## config.mk

```make
export PLATFORM = sky130hd
export DESIGN_NAME = reduce_tree_pipe
export DESIGN_NICKNAME = d
export VERILOG_FILES = /design/src/rtl/reduce_tree_pipe.sv
export SDC_FILE = /design/constraint.sdc
export NUM_CORES = 1
export LEC_CHECK = 0
export BUFFER_PORTS_ARGS = -buffer_cell sky130_fd_sc_hd__buf_2
export CORE_MARGIN = 5
export CORE_UTILIZATION = 59
export DETAILED_ROUTE_END_ITERATION = 8
export PLACE_DENSITY_LB_ADDON = 0.08
export SYNTH_ARGS = -nofsm -noshare
export SYNTH_HDL_FRONTEND = slang
export SYNTH_SLANG_ARGS = --single-unit
export TNS_END_PERCENT = 10
```

## constraint.sdc

```tcl
create_clock -name clk -period 3.39 [get_ports clk]
set_clock_uncertainty 0.05 [all_clocks]
set_input_delay 0.1695 -clock clk [delete_from_list [all_inputs] [get_ports clk]]
set_output_delay 0.1695 -clock clk [all_outputs]
set_load 0.005 [all_outputs]
```

## src/rtl/reduce_tree_pipe.sv

```systemverilog
// Pipelined N-input bit-reduction tree (AND / OR / XOR / NAND) built from
// 2-input gate levels, with a valid/ready handshake and full backpressure.
// The op travels with its data through every stage; NAND runs through the
// tree as AND and is inverted only on the way into the final register.
module reduce_tree_pipe #(
  parameter int N_IN        = 8,
  parameter int LVL_PER_STG = 1
) (
  input  logic            clk,
  input  logic            rst,
  input  logic [N_IN-1:0] in_data,
  input  logic [1:0]      in_op,
  input  logic            in_valid,
  output logic            in_ready,
  output logic            out_bit,
  output logic [1:0]      out_op,
  output logic            out_valid,
  input  logic            out_ready
);

  localparam int LVLS    = $clog2(N_IN);
  localparam int NUM_STG = (LVLS + LVL_PER_STG - 1) / LVL_PER_STG;
  localparam int PW      = 1 << LVLS;

  localparam logic [1:0] OP_AND  = 2'b00;
  localparam logic [1:0] OP_OR   = 2'b01;
  localparam logic [1:0] OP_XOR  = 2'b10;
  localparam logic [1:0] OP_NAND = 2'b11;

  // One gate level: bit i of the result combines bits 2i and 2i+1.
  // The upper half is unused after the level and is forced to zero.
  function automatic logic [PW-1:0] combine_level(input logic [PW-1:0] v,
                                                  input logic [1:0]    op);
    logic [PW-1:0] r;
    r = '0;
    for (int i = 0; i < PW / 2; i++) begin
      case (op)
        OP_OR:   r[i] = v[2*i] | v[2*i+1];
        OP_XOR:  r[i] = v[2*i] ^ v[2*i+1];
        default: r[i] = v[2*i] & v[2*i+1];
      endcase
    end
    return r;
  endfunction

  // Apply tree levels lo..hi-1; levels past the tree depth are skipped, so
  // the last stage naturally ends up with fewer levels when needed.
  function automatic logic [PW-1:0] run_levels(input logic [PW-1:0] v,
                                               input logic [1:0]    op,
                                               input int            lo,
                                               input int            hi);
    logic [PW-1:0] r;
    r = v;
    for (int l = 0; l < LVLS; l++) begin
      if (l >= lo && l < hi) r = combine_level(r, op);
    end
    return r;
  endfunction

  logic [PW-1:0]      dreg   [NUM_STG];
  logic [1:0]         opreg  [NUM_STG];
  logic [NUM_STG-1:0] v;

  logic [PW-1:0]      padded;
  logic [PW-1:0]      nxt_d  [NUM_STG];
  logic [1:0]         src_op [NUM_STG];
  logic [NUM_STG-1:0] src_v;
  logic [NUM_STG-1:0] load;

  // Pad the operand up to a power of two with the identity of the op.
  always_comb begin
    padded = {PW{(in_op == OP_AND) || (in_op == OP_NAND)}};
    padded[N_IN-1:0] = in_data;
  end

  // Per-stage combinational slice of the tree feeding each stage register.
  always_comb begin
    src_v[0]  = in_valid;
    src_op[0] = in_op;
    nxt_d[0]  = run_levels(padded, in_op, 0, LVL_PER_STG);
    for (int s = 1; s < NUM_STG; s++) begin
      src_v[s]  = v[s-1];
      src_op[s] = opreg[s-1];
      nxt_d[s]  = run_levels(dreg[s-1], opreg[s-1], s * LVL_PER_STG,
                             (s + 1) * LVL_PER_STG);
    end
    if (src_op[NUM_STG-1] == OP_NAND) nxt_d[NUM_STG-1][0] = ~nxt_d[NUM_STG-1][0];
  end

  // A stage may load when it, or any stage below it, is empty, or the
  // output is draining; this lets bubbles compress during a stall.
  always_comb begin
    logic tail_full;
    for (int s = 0; s < NUM_STG; s++) begin
      tail_full = 1'b1;
      for (int k = 0; k < NUM_STG; k++) begin
        if (k >= s) tail_full = tail_full & v[k];
      end
      load[s] = out_ready | ~tail_full;
    end
  end

  // Stage registers: valid always follows its source on load; data and op
  // are only captured for real items, so bubbles leave stale data behind.
  always_ff @(posedge clk) begin
    if (rst) begin
      v <= '0;
      for (int s = 0; s < NUM_STG; s++) begin
        dreg[s]  <= '0;
        opreg[s] <= '0;
      end
    end else begin
      for (int s = 0; s < NUM_STG; s++) begin
        if (load[s]) begin
          v[s] <= src_v[s];
          if (src_v[s]) begin
            dreg[s]  <= nxt_d[s];
            opreg[s] <= src_op[s];
          end
        end
      end
    end
  end

  assign in_ready  = load[0];
  assign out_valid = v[NUM_STG-1];
  assign out_bit   = dreg[NUM_STG-1][0];
  assign out_op    = opreg[NUM_STG-1];

endmodule

```

# After elaboration in Yosys (flattened, before gate mapping)
# Memories as Yosys holds them, arrays and structs flattened.
# Cells that the tools add are included.
# totals
mem_bits_rw,18
input_bits,14
mem_count,2
elab_cells,97
ff_bits,3
# classes
n_bitwise,52
muxes,33
eq_ne,7
# mem_list
name,depth,word_bits,read_ports,rd_clocked_by_memory_dff,write_ports,line_no,text
dreg,3,4,3,0,3,60,logic [PW-1:0] dreg [NUM_STG];
opreg,3,2,3,0,3,61,logic [1:0] opreg [NUM_STG];
# ops
cell,n
1-bit case mux with 2 select lines,12
1-bit OR,17
1-bit two-way mux,15
4-bit two-way mux,3
1-bit bitwise AND,11
2-bit equality test (second input constant),4
1-bit bitwise XOR,8
2-bit by 1-bit equality test with 1-bit output (second input constant),3
2-bit two-way mux,3
1-bit bitwise AND (both inputs constant),4
1-bit inverter,4
1-bit OR (both inputs constant),4
1-bit bitwise XOR (both inputs constant),4

# Logic depth before layout (Yosys ltp)
# logic_depth
depth_word,8
depth_mapped,6
depth_no_buf,6

# Worst setup path after synthesis
# OpenSTA, ideal clock, no wires.
# synth_path
path_kind,flip-flop to flip-flop
start,mem opreg[1][0] (netlist: opreg[0][2])
end,"mem dreg[0][8] (netlist bit), data pin"
slack_ns,1.891
arrival_time_ns,1.195
stages_incl_launch_ff,7
required_time_ns,3.085
synth_period_minus_slack_ns,1.499
setup_ns,0.255
path_cell_list,edfxtp_1 > inv_1 > ha_1 > nor2b_1 > a31oi_1 > xor2_1 > and2_1
# synth_rtl
element,line_no
"start, declared",61
"end, declared",60

==> reports/qor.txt <==
Num rows: 16
Final Cycle Share: 47.69%
VDD IR max: 0.1961 mV
Synth warnings: 0
Antenna cells: 0
Antenna Nets Post-Route: 0
Dpl cells: 161
Netlist cell types: 22
Post-CTS Setup Bufs: 0
WHS Endpoint: v[0]
Die X: 54.24 um
GR Util All Layers: 15.34%
Post-synthesis cell count: 119
Core area: 1922 um2
Initial antenna violation count: 0
Congestion Overflow GR: 0
Critical path class: flip-flop to flip-flop
Total routed wirelength: 1828 um
CTS resizes: 0
Hold Path Stages: 2
1st-iter DRT viols: 6
Max cap viols: 0
Drt drc: 0
Commonest non-fill, non-tap cells in the layout: 28 x inv_1, 21 x ha_1, 18 x buf_2
Path depth of the worst reg2reg path: 6
Initial Util: 60.09%
Yosys reg bits: 16
RSZ-0062 raised after global routing: false
Max-slew violation count: 0
Vias per std cell: 5.036
HP Start: rst
Worst R2R Setup Slack: 1770 ps
Pre-Repair DR Iteration Count: 4
Fin cells: 165
Fin crit period: 1617 ps
CP required: 3400 ps
Final setup violation count: 0
First-pass GRT wire length: 3111 um
Detailed Place HPWL: 1554 um
Worst-path maximum fanout: 4
Clk root buf: clkbuf_4
RePlAce Congestion: 0.7347
Post-Syn Nets: 154
Max-slew headroom: 73.47%
Via count: 831
Wire per inst: 11.08 um
Area growth from synthesis to layout: 10.73%
Die ar.: 2942 um2
Power Density: 329.9 nW/um2
Crit. End Element: flip-flop
Share of cells above drive strength 1: 18.12%
Leak: 0.6462 nW
Synthesized cell area: 1155 um2
FILL cells: 160
Sequential area share after synthesis: 39.00%
Least-Margin Pin Slew: 397.9 ps
FF-to-FF Start: opreg[0][2]
CTS Buffer Depth: 2
Reg-to-reg endpoint: dreg[0][8]
CTS tree: yes
Clock sinks: 16
# H-tree levels: 1
Commonest non-fill, non-tap cell in the layout: inv_1
Final hold violations: 0
Die Y: 54.24 um
Number of global-route vias before repair: 816
CTS Hold Bufs: 0
Reg clk slew, reported paths: 90 ps
Later-pin clock latency in the skew report: 290 ps
Outcome: finished clean
Syn Area/Cell: 9.705 um2
Inserted Clock Buffers: 3
Max Fclk: 0.6185 GHz
Crit path arrival time: 1630 ps
Number of buffers added on ports: 18
Hold Path Class: primary input to flip-flop
Nets: 174
Setup crit start kind: flip-flop
Total negative slack: 0 ps
Num ports: 19
Largest net degree at the start of global routing: 14
-- where the power goes --
part	total [mW]	internal, mW	switching [mW]
sequential	0.237	0.228	0.00901
combinational	0.0812	0.0378	0.0434
clock	0.104	0.0429	0.0606
-- cells in the mapped netlist, drive strengths merged --
library cell | n | area share [%]
inv | 28 | 9.1
o21ai | 7 | 3.4
a21oi | 3 | 1.6
nand2b | 3 | 2.3
a22oi | 6 | 3.9
nor2 | 3 | 0.98
nand2 | 9 | 2.9
a31oi | 1 | 0.54
a21o | 2 | 1.3
ha | 21 | 23
edfxtp | 13 | 34
and2 | 13 | 7.0
xor2 | 1 | 0.76
dfxtp | 3 | 5.2
nand3 | 1 | 0.43
nor2b | 2 | 1.7
buf | 3 | 2.3
-- how the worst max path moves through the flow --
stage / slack, ps / startpoint / end
final: 1770 / opreg[0][2] / dreg[0][8]
after global routing: 1680 / opreg[0][2] / dreg[0][8]
after CTS: 1770 / opreg[0][2] / dreg[0][8]
after detailed placement: 1790 / opreg[0][2] / dreg[0][8]
after global placement: 1860 / opreg[0][2] / dreg[0][8]
after floorplan: 1890 / opreg[0][2] / dreg[0][8]
-- kinds of logic (layout without fill, tap and decap cells) --
family                   after synthesis  count (layout)  synth area share (%)
AO/OA/AOI/OAI                         19              19                 10.73
XOR/XNOR                               1               1                0.7585
adder cells (fa/ha/maj)               21              21                 22.75
buffers and inverters                 31              50                 11.38
flip-flops                            16              16                 39.00
AND/OR/NAND/NOR                       31              31                 15.38
-- state kept, by name, indices dropped and copies added (netlist names) --
signal,cells
dreg,7
opreg,6
v,3
-- metrics by stage --
step	area [um2]	total power [mW]	hold slack [ps]	setup WS, ps	util (%)
6_report	1279	0.4219	81.04	1773	66.54
5_1_grt	1279	0.4466	94.38	1681	66.54
4_1_cts	1279	0.4247	78.04	1768	66.54
3_5_place_dp	1252	0.3240	385.3	1787	65.17
3_3_place_gp	1252	0.3155	373.6	1858	65.17
2_1_floorplan	1155	0.2966	188.6	1891	-
-- critical path, cell delays in order (launching register included) --
cell,delay (ps)
edfxtp_1,410
inv_1,60
ha_1,310
nor2b_1,140
a31oi_1,170
xor2_1,90
and2_1,160
-- per-layer routing --
layer	global-route usage (%)	routed length [um]	vias up
met1	13.04	624	392
met4	10.37	38	0
li1	-	-	418
met2	30.48	1083	17
met3	3.542	82	4
met5	0	0	-
-- cell type report --
class                           count  area, um2  share of cell area (%)
Sequential cell                    16      450.4                   35.22
Clock inverter                      1      3.754                  0.2935
Timing Repair Buffer               18      90.09                   7.045
Tap cell                           27      33.78                   2.642
Multi-Input combinational cell     72      573.1                   44.81
Inverter                           28      105.1                   8.219
Clock buffer                        3      22.52                   1.761
No activity file was read; power rests on OpenSTA's default activity.
